File: config.mk
export PLATFORM = sky130hd
export DESIGN_NAME = pid_ctrl_gen2_flat
export DESIGN_NICKNAME = d
export VERILOG_FILES = /design/src/rtl/pid_pkg.sv /design/src/rtl/pid_ctrl_gen2_if.sv /design/src/rtl/soft_start_tmr.sv /design/src/rtl/pid_ctrl_gen2.sv /design/src/flat_wrapper.sv
export SDC_FILE = /design/constraint.sdc
export NUM_CORES = 1
export LEC_CHECK = 0
export ABC_AREA = 1
export CELL_PAD_IN_SITES_DETAIL_PLACEMENT = 1
export CELL_PAD_IN_SITES_GLOBAL_PLACEMENT = 1
export CORE_MARGIN = 2
export CORE_UTILIZATION = 38
export DETAILED_ROUTE_END_ITERATION = 6
export GPL_TIMING_DRIVEN = 0
export MAX_ROUTING_LAYER = met4
export PLACE_DENSITY_LB_ADDON = 0.1
export SLEW_MARGIN = 20
export SYNTH_ARGS = -nofsm -noshare
export SYNTH_HDL_FRONTEND = slang
export SYNTH_HIERARCHICAL = 1
export SYNTH_SLANG_ARGS = --single-unit
File: constraint.sdc
create_clock -name clk -period 8 [get_ports clk]
set_input_delay 2 -clock clk [delete_from_list [all_inputs] [get_ports clk]]
set_output_delay 2 -clock clk [all_outputs]
set_load 0.05 [all_outputs]
File: src/rtl/pid_pkg.sv
// Shared types and helpers for the gen-2 balance PID controller.
package pid_pkg;

  typedef enum logic [1:0] {
    IDLE = 2'd0,
    RAMP = 2'd1,
    RUN  = 2'd2
  } ss_state_t;

  // Clip a signed value into the range of a signed field of the given width.
  function automatic logic signed [31:0] sat_signed(input logic signed [31:0] value,
                                                     input int width);
    logic signed [31:0] max_v;
    logic signed [31:0] min_v;
    max_v = (32'sd1 <<< (width - 1)) - 32'sd1;
    min_v = -max_v - 32'sd1;
    if (value > max_v) begin
      sat_signed = max_v;
    end else if (value < min_v) begin
      sat_signed = min_v;
    end else begin
      sat_signed = value;
    end
  endfunction

endpackage

File: src/rtl/pid_ctrl_gen2_if.sv
// Sample-in / control-out bundle between the inertial front end and the PID core.
interface pid_ctrl_gen2_if #(
  parameter int OUT_W = 12
);
  logic signed [15:0]      ptch;
  logic signed [15:0]      ptch_rt;
  logic                    vld;
  logic                    rider_off;
  logic [4:0]              kp;
  logic signed [OUT_W-1:0] PID_cntrl;
  logic                    cntrl_vld;
  logic                    sat_hi;
  logic                    sat_lo;

  modport master (
    output ptch, ptch_rt, vld, rider_off, kp,
    input  PID_cntrl, cntrl_vld, sat_hi, sat_lo
  );

  modport slave (
    input  ptch, ptch_rt, vld, rider_off, kp,
    output PID_cntrl, cntrl_vld, sat_hi, sat_lo
  );
endinterface

File: src/rtl/soft_start_tmr.sv
// Soft-start ramp: counts up while powered, publishes its top byte, flags completion.
module soft_start_tmr
  import pid_pkg::*;
#(
  parameter int TMR_W  = 27,
  parameter int SS_INC = 1
) (
  input  logic       clk,
  input  logic       rst_n,
  input  logic       pwr_up_i,
  output logic [7:0] ss_tmr_o,
  output logic       ss_done_o
);

  ss_state_t        state_q, state_d;
  logic [TMR_W-1:0] cnt_q, cnt_d;
  logic [TMR_W:0]   cnt_inc_s;
  logic             ss_done_q, ss_done_d;

  // Next-state and counter update; the counter clamps instead of wrapping.
  always_comb begin
    state_d   = state_q;
    cnt_d     = cnt_q;
    cnt_inc_s = {1'b0, cnt_q} + (TMR_W+1)'(SS_INC);
    if (!pwr_up_i) begin
      state_d = IDLE;
      cnt_d   = '0;
    end else begin
      case (state_q)
        IDLE: begin
          cnt_d   = '0;
          state_d = RAMP;
        end
        RAMP: begin
          cnt_d = cnt_inc_s[TMR_W] ? '1 : cnt_inc_s[TMR_W-1:0];
          if (&cnt_d[TMR_W-1 -: 8]) begin
            state_d = RUN;
          end else begin
            state_d = RAMP;
          end
        end
        RUN: begin
          cnt_d   = cnt_q;
          state_d = RUN;
        end
        default: begin
          cnt_d   = '0;
          state_d = IDLE;
        end
      endcase
    end
    ss_done_d = (state_d == RUN);
  end

  // State, counter and done-flag registers.
  always_ff @(posedge clk or negedge rst_n) begin
    if (!rst_n) begin
      state_q   <= IDLE;
      cnt_q     <= '0;
      ss_done_q <= 1'b0;
    end else begin
      state_q   <= state_d;
      cnt_q     <= cnt_d;
      ss_done_q <= ss_done_d;
    end
  end

  assign ss_tmr_o  = cnt_q[TMR_W-1 -: 8];
  assign ss_done_o = ss_done_q;

endmodule

File: src/rtl/pid_ctrl_gen2.sv
// Gen-2 balance PID: saturated error, programmable P, shifted I/D, anti-windup,
// registered saturated output, plus an independent soft-start timer.
module pid_ctrl_gen2
  import pid_pkg::*;
#(
  parameter int ERR_W   = 10,
  parameter int OUT_W   = 12,
  parameter int INT_W   = 18,
  parameter int I_SHIFT = 6,
  parameter int D_SHIFT = 6,
  parameter int TMR_W   = 27,
  parameter int SS_INC  = 1
) (
  input  logic             clk,
  input  logic             rst_n,
  input  logic             pwr_up,
  pid_ctrl_gen2_if.slave   pid_if,
  output logic [7:0]       ss_tmr,
  output logic             ss_done
);

  localparam int P_W   = ERR_W + 6;
  localparam int I_W   = INT_W - I_SHIFT;
  localparam int D_W   = 16 - D_SHIFT + 1;
  localparam int M1_W  = (P_W > I_W) ? P_W : I_W;
  localparam int M_W   = (M1_W > D_W) ? M1_W : D_W;
  localparam int SUM_W = M_W + 2;

  logic signed [ERR_W-1:0] err_s;
  logic                    err_pos_s, err_neg_s;
  logic signed [P_W-1:0]   p_s;
  logic signed [15:0]      rt_shift_s;
  logic signed [D_W-1:0]   d_s;
  logic signed [INT_W:0]   int_sum_s;
  logic                    int_ovf_s, int_block_s;
  logic signed [INT_W-1:0] integ_q, integ_d;
  logic signed [I_W-1:0]   i_s;
  logic signed [SUM_W-1:0] sum_s;
  logic signed [31:0]      sum_sat_s;
  logic                    clip_s;
  logic signed [OUT_W-1:0] pid_q, pid_d;
  logic                    sat_hi_q, sat_hi_d;
  logic                    sat_lo_q, sat_lo_d;
  logic                    vld_q, vld_d;

  // Terms, integrator next value and output candidate for the current sample.
  always_comb begin
    err_s      = ERR_W'(sat_signed(32'(pid_if.ptch), ERR_W));
    err_pos_s  = !err_s[ERR_W-1] && (err_s != '0);
    err_neg_s  = err_s[ERR_W-1];
    p_s        = $signed(P_W'(err_s)) * $signed(P_W'({1'b0, pid_if.kp}));
    rt_shift_s = pid_if.ptch_rt >>> D_SHIFT;
    d_s        = -(D_W'(rt_shift_s));

    // The flags from the previous sample gate integration toward the clipped side.
    int_sum_s   = (INT_W+1)'(integ_q) + (INT_W+1)'(err_s);
    int_ovf_s   = int_sum_s[INT_W] != int_sum_s[INT_W-1];
    int_block_s = (sat_hi_q && err_pos_s) || (sat_lo_q && err_neg_s);

    if (pid_if.rider_off) begin
      integ_d = '0;
    end else if (pid_if.vld && !int_ovf_s && !int_block_s) begin
      integ_d = int_sum_s[INT_W-1:0];
    end else begin
      integ_d = integ_q;
    end

    i_s       = I_W'(integ_d >>> I_SHIFT);
    sum_s     = SUM_W'(p_s) + SUM_W'(i_s) + SUM_W'(d_s);
    sum_sat_s = sat_signed(32'(sum_s), OUT_W);
    clip_s    = sum_sat_s != 32'(sum_s);

    vld_d = pid_if.vld;
    if (pid_if.vld) begin
      pid_d    = OUT_W'(sum_sat_s);
      sat_hi_d = clip_s && !sum_s[SUM_W-1];
      sat_lo_d = clip_s && sum_s[SUM_W-1];
    end else begin
      pid_d    = pid_q;
      sat_hi_d = sat_hi_q;
      sat_lo_d = sat_lo_q;
    end
  end

  // Integrator, output and flag registers.
  always_ff @(posedge clk or negedge rst_n) begin
    if (!rst_n) begin
      integ_q  <= '0;
      pid_q    <= '0;
      sat_hi_q <= 1'b0;
      sat_lo_q <= 1'b0;
      vld_q    <= 1'b0;
    end else begin
      integ_q  <= integ_d;
      pid_q    <= pid_d;
      sat_hi_q <= sat_hi_d;
      sat_lo_q <= sat_lo_d;
      vld_q    <= vld_d;
    end
  end

  assign pid_if.PID_cntrl = pid_q;
  assign pid_if.cntrl_vld = vld_q;
  assign pid_if.sat_hi    = sat_hi_q;
  assign pid_if.sat_lo    = sat_lo_q;

  soft_start_tmr #(
    .TMR_W  (TMR_W),
    .SS_INC (SS_INC)
  ) u_soft_start (
    .clk       (clk),
    .rst_n     (rst_n),
    .pwr_up_i  (pwr_up),
    .ss_tmr_o  (ss_tmr),
    .ss_done_o (ss_done)
  );

endmodule

File: src/flat_wrapper.sv
// flat-port wrapper written by rule: the top's interface ports become plain ports
module pid_ctrl_gen2_flat import pid_pkg::*;
#(
  parameter int ERR_W   = 10,
  parameter int OUT_W   = 12,
  parameter int INT_W   = 18,
  parameter int I_SHIFT = 6,
  parameter int D_SHIFT = 6,
  parameter int TMR_W   = 27,
  parameter int SS_INC  = 1
)
  (clk, rst_n, pwr_up, ss_tmr, ss_done, pid_if_ptch, pid_if_ptch_rt, pid_if_vld, pid_if_rider_off, pid_if_kp, pid_if_PID_cntrl, pid_if_cntrl_vld, pid_if_sat_hi, pid_if_sat_lo);
  pid_ctrl_gen2_if #(.OUT_W(OUT_W)) pid_if_i ();
  input  logic clk;
  input  logic rst_n;
  input  logic pwr_up;
  output logic [7:0] ss_tmr;
  output logic ss_done;
  input wire logic [$bits(pid_if_i.ptch)-1:0] pid_if_ptch;
  input wire logic [$bits(pid_if_i.ptch_rt)-1:0] pid_if_ptch_rt;
  input wire logic [$bits(pid_if_i.vld)-1:0] pid_if_vld;
  input wire logic [$bits(pid_if_i.rider_off)-1:0] pid_if_rider_off;
  input wire logic [$bits(pid_if_i.kp)-1:0] pid_if_kp;
  output wire logic [$bits(pid_if_i.PID_cntrl)-1:0] pid_if_PID_cntrl;
  output wire logic [$bits(pid_if_i.cntrl_vld)-1:0] pid_if_cntrl_vld;
  output wire logic [$bits(pid_if_i.sat_hi)-1:0] pid_if_sat_hi;
  output wire logic [$bits(pid_if_i.sat_lo)-1:0] pid_if_sat_lo;
  assign pid_if_i.ptch = pid_if_ptch;
  assign pid_if_i.ptch_rt = pid_if_ptch_rt;
  assign pid_if_i.vld = pid_if_vld;
  assign pid_if_i.rider_off = pid_if_rider_off;
  assign pid_if_i.kp = pid_if_kp;
  assign pid_if_PID_cntrl = pid_if_i.PID_cntrl;
  assign pid_if_cntrl_vld = pid_if_i.cntrl_vld;
  assign pid_if_sat_hi = pid_if_i.sat_hi;
  assign pid_if_sat_lo = pid_if_i.sat_lo;
  pid_ctrl_gen2 #(.ERR_W(ERR_W), .OUT_W(OUT_W), .INT_W(INT_W), .I_SHIFT(I_SHIFT), .D_SHIFT(D_SHIFT), .TMR_W(TMR_W), .SS_INC(SS_INC)) u_core (.clk(clk), .rst_n(rst_n), .pwr_up(pwr_up), .pid_if(pid_if_i), .ss_tmr(ss_tmr), .ss_done(ss_done));
endmodule
Word level (Yosys, flattened, before mapping)
Index checks and enable logic that the tools add are counted.
{"block": "totals", "in_bits": 42, "output_inout_bits": 24, "word_cells": 53, "regBits": 63}
{"block": "op_classes", "add_sub_neg": 5, "eq_ne": 6, "mux": 12, "reduce_logical": 16, "order_cmp": 4, "multipliers": 1}
{"cell": "$mux 32", "n": 2}
{"cell": "$mux 27", "n": 2}
{"cell": "$pmux 27 s2", "n": 1}
{"cell": "$mux 18", "n": 2}
{"cell": "$ne 32x18->1", "n": 1}
{"cell": "$add 27x1->28 const B", "n": 1}
{"cell": "$mux 10", "n": 2}
{"cell": "$add 18x10->19", "n": 1}
{"cell": "$add 17x11->18", "n": 1}
{"cell": "$gt 18x12->1 const B", "n": 1}
{"cell": "$lt 18x12->1 const B", "n": 1}
{"cell": "$add 16x12->17", "n": 1}
{"cell": "$gt 16x10->1 const B", "n": 1}
{"cell": "$lt 16x10->1 const B", "n": 1}
{"cell": "$mul 10x6->16", "n": 1}
{"cell": "$neg 10->11", "n": 1}
{"cell": "$reduce_bool 10->1", "n": 1}
{"cell": "$reduce_and 8->1", "n": 1}
{"cell": "$logic_and 1x1->1", "n": 7}
{"cell": "$pmux 2 s3", "n": 1}
{"cell": "$eq 2x2->1 const B", "n": 2}
{"cell": "$logic_not 1->1", "n": 4}
{"cell": "$mux 2", "n": 2}
{"cell": "$eq 2x1->1 const B", "n": 1}
{"cell": "other kinds (5)", "n": 5}

Longest topological paths before layout
Gate-level depths: netlist of the first run.
{"block": "logic_depth", "depth_word": 18, "ltp_mapped": 47, "mapped_depth_nobuf": 45}

By module
Netlist of the first run, hierarchy kept.
{"mod": "pid_ctrl_gen2", "area_per_inst_um2": 6098.3, "cells_per_inst": 920, "n_inst": 1, "seq_area_each_um2": 825.8}
{"mod": "soft_start_tmr", "area_per_inst_um2": 2004.4, "cells_per_inst": 285, "n_inst": 1, "seq_area_each_um2": 750.7}

Least setup slack after synthesis of the first run
No wires, ideal clock.
{"block": "synth_timing", "path_kind": "input -> register", "startpoint": "in pid_if_ptch[15]", "endpoint": "reg u_core.pid_q[0] (netlist: u_core/pid_if.PID_cntrl[0])", "t_required_ns": 7.874, "arrival_time_ns": 8.042, "slack_ns": -0.168, "setup_time_ns": 0.126, "stages": 37, "path_cell_list": "buf_6 -> inv_2 -> nand2_1 -> inv_1 -> o21ai_0 -> inv_1 -> ha_1 -> a21oi_1 -> o21ai_0 -> nand2_1 -> nand2_1 -> nand3_1 -> nand2_1 -> nor2_1 -> nand2_1 -> nand3_2 -> buf_6 -> nand3_1 -> nand2_1 -> fa_1 -> fa_1 -> inv_1 -> fa_1 -> inv_1 -> ha_1 -> nand2_1 -> inv_1 -> a21oi_1 -> nand4_1 -> nand2_1 -> nand3_1 -> nor2_1 -> nand4_1 -> ha_1 -> clkinv_1 -> a21oi_1 -> a21oi_1"}
{"block": "synth_between", "elab_chain_len": 16}
{"item": "start: declaration", "line_no": "flat_wrapper.sv:19", "source": "input wire logic [$bits(pid_if_i.ptch)-1:0] pid_if_ptch;"}
{"item": "$lt 16x10->1", "line_no": "pid_pkg.sv:19", "source": "end else if (value < min_v) begin"}
{"item": "$mux 10", "line_no": "pid_pkg.sv:19"}
{"item": "$mux 10 *", "line_no": "pid_pkg.sv:17", "source": "if (value > max_v) begin"}
{"item": "branches (longest 6 deep; another with $add 18x10->19)"}
{"item": "$mux 18 *", "line_no": "pid_ctrl_gen2.sv:62", "source": "end else if (pid_if.vld && !int_ovf_s && !int_block_s) begin"}
{"item": "$mux 18 *", "line_no": "pid_ctrl_gen2.sv:60", "source": "if (pid_if.rider_off) begin"}
{"item": "named net u_core.integ_d[17]", "line_no": "pid_ctrl_gen2.sv:36", "source": "logic signed [INT_W-1:0] integ_q, integ_d;"}
{"item": "$add 16x12->17 *", "line_no": "pid_ctrl_gen2.sv:69", "source": "sum_s = SUM_W'(p_s) + SUM_W'(i_s) + SUM_W'(d_s);"}
{"item": "$add 17x11->18 *", "line_no": "pid_ctrl_gen2.sv:69"}
{"item": "$lt 18x12->1", "line_no": "pid_pkg.sv:19"}
{"item": "$mux 32", "line_no": "pid_pkg.sv:19"}
{"item": "$mux 32 *", "line_no": "pid_pkg.sv:17"}
{"item": "end signal: assignment", "line_no": "pid_ctrl_gen2.sv:95", "source": "pid_q <= pid_d;"}
{"item": "end: declaration", "line_no": "pid_ctrl_gen2.sv:41", "source": "logic signed [OUT_W-1:0] pid_q, pid_d;"}
Mark *: on every way through the listed nets, which the timed path passes. The select of a mux whose other input is x is not followed.
A chain may end at the register's enable or synchronous reset.

Worst setup path after layout of the first run
{"block": "layout_timing", "startpoint": "in pid_if_ptch[10]", "endpoint": "reg u_core.pid_q[7] (netlist: u_core/pid_if.PID_cntrl[7])"}
{"block": "layout_between", "elab_chain_len": 16}
{"item": "$lt 16x10->1", "line_no": "pid_pkg.sv:19"}
{"item": "$mux 10", "line_no": "pid_pkg.sv:19"}
{"item": "$mux 10 *", "line_no": "pid_pkg.sv:17"}
{"item": "branches (longest 8 deep; another with $mul 10x6->16)"}
{"item": "$add 16x12->17 *", "line_no": "pid_ctrl_gen2.sv:69"}
{"item": "$add 17x11->18 *", "line_no": "pid_ctrl_gen2.sv:69"}
{"item": "$lt 18x12->1", "line_no": "pid_pkg.sv:19"}
{"item": "$mux 32", "line_no": "pid_pkg.sv:19"}
{"item": "$mux 32 *", "line_no": "pid_pkg.sv:17"}
Every way passes the cells marked *. The select of a mux whose other input is x is not followed.

==> metrics, run 1 <==
hold depth 2; ANT nets after route 0; Area after DPL 9060 sq um; CTS H-tree lvls 3; TNS Setup 0 ns; TritonRoute pass-1 iters 4; cts bufs inserted 9; YS warnings 6; Critical Path Sink Type flip-flop; Worst Hold Launch u_core/pid_if.PID_cntrl[11]; Std-Cell Rows 53; CP Class input pin to flip-flop; total of max-cap violations 0; GRT overflow 0; Die Width 150 um; RR Endpoint u_core/pid_if.PID_cntrl[7]; worst skew pair latency 0.34 ns; Seq/Total Area, Yosys 0.195; DRC 0; worst path required time 8.26 ns; initial core utilization 0.387; I/O pin cnt 66; Die Footprint 22500 sq um; fmax 128 MHz; Area contributors post-synth dfrtp_1 (19%), fa_1 (16%), nand2_1 (14%); synthesized net count 1358; status finished clean; vias in the first global route 8579; RD Place Congestion 0.866; Design Area, Final 11000 sq um; cell at the slowest stage of the critical path fa_1; CTS tree built; CP Max Fanout 7; Tightest Pin Transition 0.834 ns; Nets 1493; R2R cell count 36; Area Overhead vs Synth 35.2%; Post-synth EDFFs 0; gr usage total 0.252; Max-slew headroom 0.444; #FFs+latches synth 63; R2R setup slack 2.12 ns; Tmin final 7.82 ns; Cells after Synth 1205; DRT Wirelength 27.6 mm; Buf+Inv Stages, Crit Path 11; share of layout cells above drive strength 1 0.255; initial antenna violation count 0; Synth area leader dfrtp_1; clock-pin transition on the worst setup and hold timing paths 0.05 ns; Hold EP u_core/pid_if.PID_cntrl[11]; largest net degree at the start of global routing 43; Util after Layout 0.523; hold_ws 0.485 ns; Syn Area/Cell 6.72 sq um; Top FF cell, synth dfrtp_1; crit start category input pin; clk buf depth 2; Initial DRC Count 402; WP data arrival 8.08 ns; # diodes 0; synth unique cells 45; Top delay family on crit path adder cells; Setup violations, final 0; drt wl/cell 17.0 um; skew final 0.00883 ns; most frequent CP cell nand2_4; vias per inst 5.09; CP peak stage delay 0.57 ns; Vias 8235; top cell type's share of synthesized area 0.195; CTS Sinks 63; Final Hold Viols 0; clk root buf clkbuf_16; Die Span Y 150 um; HP Class flip-flop to flip-flop; Post-synth ARST share 1.00; final worst-path cycle share 0.977; r2r startpoint u_core/integ_q[11]; first-pass GRT wire length 43.3 mm; Slew Viols, Final 0; Core Box Area 21000 sq um; synthesized area 8100 sq um; I/O Buffers 58; hpwl dp 20.4 mm
sequential cells by signal (all words and copies together) (netlist names):
register,flops
u_core/u_soft_start/cnt_q,27
u_core/integ_q,18
u_core/pid_if.PID_cntrl,12
u_core/u_soft_start/state_q,2
u_core/pid_if.cntrl_vld,1
u_core/pid_if.sat_hi,1
u_core/pid_if.sat_lo,1
u_core/u_soft_start/ss_done_o,1
how the worst max path moves through the flow:
stage                               start                    endpoint  depth (start not counted)
after CTS                 pid_if_ptch[13]  u_core/pid_if.PID_cntrl[7]                         44
after global placement    pid_if_ptch[13]  u_core/pid_if.PID_cntrl[3]                         38
after global routing      pid_if_ptch[10]        u_core/pid_if.sat_lo                         46
final                     pid_if_ptch[10]  u_core/pid_if.PID_cntrl[7]                         44
after detailed placement  pid_if_ptch[13]  u_core/pid_if.PID_cntrl[2]                         38
after floorplan           pid_if_ptch[15]  u_core/pid_if.PID_cntrl[7]                         37
synthesized netlist by cell type (2+ instances only):
cell      instances
nand3_1         111
nand4_1          17
dfrtp_1          63
clkinv_1          8
nand2_1         313
ha_1             48
a31oi_1           7
or2_2             4
and2_1            2
fa_1             63
buf_6             5
o21ai_0          38
o21ai_1           4
nor3_1           10
nor2_2           13
xor2_1           18
inv_2             8
nand2_2           4
nand2_4           3
buf_2             5
nor2_8            2
a21boi_1          2
inv_1           223
nand3b_1          8
nor2_4            4
buf_4            10
nor2_1          144
clkbuf_1          8
xnor2_1           8
a21oi_1          28
o22ai_1          10
cell type report:
| cell class | instances | area [sq um] |
|---|---|---|
| fillers | 2649 | 10000 |
| multi-input cells | 873 | 6500 |
| flip-flops and latches | 63 | 1580 |
| repair buffers | 124 | 1110 |
| inverters | 240 | 922 |
| well taps | 275 | 344 |
| clock buffers | 12 | 256 |
| plain buffers | 29 | 199 |
| clock inverters | 3 | 42.5 |
cell usage in the layout, fill, tap and decap left out, types with 15 or more instances in the layout:
cell | synthesis | layout
o21ai_0 | 38 | 28
nor2_4 | 4 | 17
buf_4 | 10 | 71
fa_1 | 63 | 60
nand2_2 | 4 | 45
inv_2 | 8 | 27
ha_4 | 0 | 22
nand2_1 | 313 | 251
nor2_2 | 13 | 18
nand4_1 | 17 | 17
a21oi_1 | 28 | 15
inv_1 | 223 | 201
dfrtp_1 | 63 | 63
nand2_4 | 3 | 24
xor2_1 | 18 | 17
nand3_1 | 111 | 83
clkdlybuf4s50_1 | 0 | 51
ha_1 | 48 | 25
buf_6 | 5 | 15
nor2_1 | 144 | 126
nand3_2 | 1 | 23
cell families (layout without fill, tap and decap cells):
group	after synthesis	count (layout)	synth area share
flip-flops	63	63	0.195
AO/OA/AOI/OAI	94	94	0.0632
XOR/XNOR	28	28	0.0321
buffers and inverters	269	408	0.135
adder cells (fa/ha/maj)	111	111	0.230
AND/OR/NAND/NOR	640	640	0.346
layer usage:
layer	track usage	routed length (um)	up-vias
met2	0.446	14600	101
met5	-	0	-
met1	0.308	11900	4114
li1	-	-	3989
met4	0.0462	425	0
met3	0.0366	743	31
repair_timing:
item,in CTS,in global routing
hold buffers,0,0
pin swaps,77,99
setup buffers,41,23
cloned,1,0
endpoints found under the setup margin,14,14
gates resized for setup,187,109
per-stage QoR:
| stage | instances | worst slack (ns) |
|---|---|---|
| 6_report | 1619 | 0.184 |
| 5_1_grt | 1619 | -0.110 |
| 4_1_cts | 1596 | 0.0926 |
| 3_5_place_dp | 1539 | -1.58 |
| 3_3_place_gp | 1538 | -1.58 |
| 2_1_floorplan | 1205 | 0.0481 |
worst register-to-register path, delay by kind of cell (launching register included):
| kind | cells | cell delay, ns |
|---|---|---|
| AOI/OAI and AO/OA | 2 | 0.45 |
| adders and majority gates | 5 | 2.23 |
| buffers and inverters | 7 | 0.60 |
| DFF | 1 | 0.44 |
| and+or+nand+nor | 22 | 2.10 |
Power of run 1 is not shown: default switching activity piles up to over one toggle a cycle in this logic, so the estimate is an artifact.
==> run 2: changes to the inputs <==
- TNS_END_PERCENT: default -> 20
==> run 2 against run 1 <==
Effect of this change:
- non-clock buffer count grew 19
- flip-flop and latch count is the same
- global-route usage grew 0.29 points
- first-iteration DRC count shrank 28%
- core utilization grew 1.3 points
- highest routed layer unchanged
- maximum frequency shrank 1.6%
==> metrics, run 2 (synthesis results as in run 1) <==
clk buf depth 2; TritonRoute pass-1 iters 4; I/O pin cnt 66; Initial DRC Count 288; TNS Setup 0 ns; Util after Layout 0.535; vias in the first global route 8635; Nets 1512; commonest non-fill, non-tap cell in the layout nand2_1; R2R setup slack 2.05 ns; Tightest Pin Transition 0.952 ns; Top delay family on crit path adder cells; Critical Path Sink Type flip-flop; Design Area, Final 11200 sq um; Core Box Area 21000 sq um; CTS Sinks 63; Die Span Y 150 um; clock-pin transition on the worst setup and hold timing paths 0.05 ns; CTS H-tree lvls 3; Area Overhead vs Synth 38.5%; crit start category input pin; Buf+Inv Stages, Crit Path 10; clk root buf clkbuf_16; Final Hold Viols 0; final worst-path cycle share 0.993; # diodes 0; vias per inst 5.05; Die Footprint 22500 sq um; CP Max Fanout 6; Std-Cell Rows 53; DP Worst Slack -1.71 ns; skew final 0.0107 ns; largest net degree at the start of global routing 42; ANT nets after route 0; Vias 8268; CP peak stage delay 0.55 ns; DRC 0; Die Width 150 um; worst path required time 8.27 ns; HP Class flip-flop to flip-flop; Slew Viols, Final 0; Biggest register u_core/u_soft_start/cnt_q; RSZ-0062 raised after global routing true; most frequent CP cell nand3_2; commonest non-fill, non-tap cells in the layout nand2_1 (239), inv_1 (202), nor2_1 (126); CTS tree built; first-pass GRT wire length 43.8 mm; Area after DPL 9060 sq um; Setup violations, final 0; CP Class input pin to flip-flop; Tmin final 7.94 ns; cts bufs inserted 9; I/O Buffers 58; initial antenna violation count 0; cell at the slowest stage of the critical path fa_1; fmax 126 MHz; total of max-cap violations 0; worst setup margin 0.0599 ns; worst skew pair latency 0.34 ns; WP data arrival 8.21 ns; status finished clean; gr usage total 0.255; max reg flops 27; initial core utilization 0.387; RD Place Congestion 0.850; GRT overflow 0; Max-slew headroom 0.365; drt wl/cell 17.0 um; DRT Wirelength 27.8 mm; share of layout cells above drive strength 1 0.277; hpwl dp 20.4 mm
-- run 2: changes by cell type in the layout (fill, tap and decap cells not counted), sizes merged --
cell,previous run,this run
clkinv,9,8
clkbuf,23,20
buf,91,113
clkinvlp,1,2
-- run 2: final cells by class --
| cell class | instances | area (sq um) |
|---|---|---|
| fill | 2650 | 9730 |
| multi-input combinational | 873 | 6610 |
| sequential | 63 | 1580 |
| timing repair buffer | 143 | 1270 |
| inverter | 240 | 922 |
| tap | 275 | 344 |
| clock buffer | 12 | 256 |
| buffer | 29 | 203 |
| clock inverter | 3 | 42.5 |
-- run 2: final timing paths --
path / from / depth (start not counted) / endpoint
worst max-delay path: pid_if_ptch[13] / 42 / u_core/pid_if.sat_lo
worst min register to register: u_core/pid_if.PID_cntrl[11] / 2 / u_core/pid_if.PID_cntrl[11]
max in group asynchronous: rst_n / 2 / u_core/pid_if.cntrl_vld
worst max register to register: u_core/integ_q[12] / 37 / u_core/pid_if.sat_lo
min in group asynchronous: rst_n / 1 / u_core/integ_q[14]
worst min-delay path: u_core/pid_if.PID_cntrl[11] / 2 / u_core/pid_if.PID_cntrl[11]
-- run 2: tightest hold or removal path, cell delays in order (launching register included) --
cell and delay [ns]:
dfrtp_1 0.35, nand2_1 0.06, nand2_1 0.06
-- run 2: layer usage --
metal  global-route usage  vias to the layer above  part of all wire
met5                    -                        -                 0
met4               0.0448                        0             0.014
met3               0.0348                       36             0.027
met2                0.454                      107              0.53
met1                0.312                     4097              0.43
li1                     -                     4028                 -
-- run 2: per-stage QoR --
step	instances	hold WS, ns
floorplan	1205	0.478
global placement	1538	0.469
detailed placement	1539	0.493
CTS	1610	0.506
global route	1638	0.537
finish	1638	0.501
-- run 2: timing repair --
item                                    4_1_cts  5_1_grt
pin swaps                                    89      113
gates resized for setup                     207      125
gates cloned                                  1        0
hold buffers                                  0        0
setup buffers                                55       30
endpoints found under the setup margin       14       14
Power of run 2 is left out for the same reason.
==> run 3: changes to the inputs <==
- REMOVE_ABC_BUFFERS: default -> 1
- SETUP_SLACK_MARGIN: default -> 0.4
==> run 3 against run 2 <==
Effect of this change:
- register-to-register slack better by 0.07 ns
- routed wire length down 1.0%
- design area down 3.8%
- sequential share of layout area up 0.55 points
- flip-flop and latch count unchanged
- first-iteration DRC count up 9.4%
- global-route usage up 0.94 points
- worst hold slack about the same
- critical path depth down 1
- final cell count down 2.4%
- critical path type unchanged
- critical endpoint is now u_core/pid_if.PID_cntrl[2]
==> metrics, run 3 (synthesis results as in run 1) <==
most frequent CP cell inv_2; r2r startpoint u_core/integ_q[3]; gr usage total 0.264; total of max-cap violations 0; GRT overflow 0; vias per inst 5.12; Inst Count DP 1512; clock-pin transition on the worst setup and hold timing paths 0.06 ns; DP Worst Slack -2.68 ns; vias in the first global route 9029; status finished clean; worst path required time 8.22 ns; Std-Cell Rows 53; drt wl/cell 17.2 um; R2R cell count 34; ANT nets after route 0; fin cells 1598; Hold EP u_core/pid_if.PID_cntrl[11]; Critical Path Sink Type flip-flop; final worst-path cycle share 0.997; commonest non-fill, non-tap cells in the layout nand2_1 (245), inv_1 (205), nor2_1 (128); Biggest register u_core/u_soft_start/cnt_q; Slew Viols, Final 0; RSZ-0062 raised after global routing true; hpwl dp 19.4 mm; CP peak stage delay 0.55 ns; DRT Wirelength 27.5 mm; CTS tree built; Final Hold Viols 0; worst skew pair latency 0.35 ns; fmax 125 MHz; R2R setup slack 2.12 ns; initial antenna violation count 0; Die Width 150 um; Nets 1471; commonest non-fill, non-tap cell in the layout nand2_1; share of layout cells above drive strength 1 0.251; DRC 0; cts bufs inserted 9; CP Max Fanout 6; HP Class flip-flop to flip-flop; TritonRoute pass-1 iters 4; clk buf depth 2; RR Endpoint u_core/pid_if.PID_cntrl[2]; max reg flops 27; Vias 8180; crit start category input pin; CP Class input pin to flip-flop; CTS Sinks 63; RD Place Congestion 0.875; Worst Hold Launch u_core/pid_if.PID_cntrl[11]; skew final 0.0133 ns; largest net degree at the start of global routing 47; Max-slew headroom 0.472; Die Footprint 22500 sq um; Tightest Pin Transition 0.790 ns; Core Box Area 21000 sq um; Die Span Y 150 um; CTS H-tree lvls 3; I/O Buffers 59; worst setup margin 0.0267 ns; hold depth 2; Initial DRC Count 315; Setup violations, final 0; clk root buf clkbuf_16; I/O pin cnt 66; WP data arrival 8.20 ns; Tmin final 7.97 ns; # diodes 0; cell at the slowest stage of the critical path fa_1; initial core utilization 0.387; Area Overhead vs Synth 33.3%; first-pass GRT wire length 45.4 mm
-- run 3: worst max path at each step --
stage                         start                         end  slack [ns]  cells after the start
CTS                 pid_if_ptch[12]  u_core/pid_if.PID_cntrl[2]        0.13                     38
global route         pid_if_ptch[9]  u_core/pid_if.PID_cntrl[2]       -0.28                     41
floorplan           pid_if_ptch[13]  u_core/pid_if.PID_cntrl[0]       -0.26                     36
global placement    pid_if_ptch[15]  u_core/pid_if.PID_cntrl[2]       -3.42                     37
finish               pid_if_ptch[9]  u_core/pid_if.PID_cntrl[2]        0.03                     41
detailed placement  pid_if_ptch[15]  u_core/pid_if.PID_cntrl[2]       -2.68                     37
-- run 3: repair_timing --
item | CTS | global route
gates cloned | 5 | 0
pin swaps | 93 | 37
hold buffers | 0 | 0
resized for setup | 249 | 50
setup endpoints to repair | 14 | 14
hold endpoints to repair | 0 | 0
setup buffers | 48 | 16
-- run 3: area by class of cell --
cell class	count	area, sq um
Inverter	240	918
Clock inverter	7	71.3
Tap cell	275	344
Timing Repair inverter	1	6.26
Sequential cell	63	1580
Clock buffer	9	225
Timing Repair Buffer	126	1160
Fill cell	2638	10200
Multi-Input combinational cell	877	6500
-- run 3: critical path, delay by kind of cell --
family	cells	cell delay, ns
buf+inv	10	0.84
fa+ha+maj	6	2.63
compound gates	3	0.46
simple gates	22	2.28
-- run 3: per-layer routing --
| layer | global-route usage | wire length (um) |
|---|---|---|
| met2 | 0.461 | 14200 |
| met1 | 0.326 | 11800 |
| met5 | - | 0 |
| met4 | 0.0684 | 570 |
| met3 | 0.0302 | 946 |
-- run 3: stage by stage --
step | utilization | cell area (sq um) | hold slack (ns) | setup TNS [ns]
after detailed placement | 0.424 | 8880 | 0.489 | -35.32
after CTS | 0.500 | 10500 | 0.506 | 0
after global placement | 0.422 | 8850 | 0.481 | -45.90
after floorplan | - | 7910 | 0.478 | -2.59
after global routing | 0.515 | 10800 | 0.523 | -3.31
final | 0.515 | 10800 | 0.501 | 0
Power of run 3 is left out for the same reason.
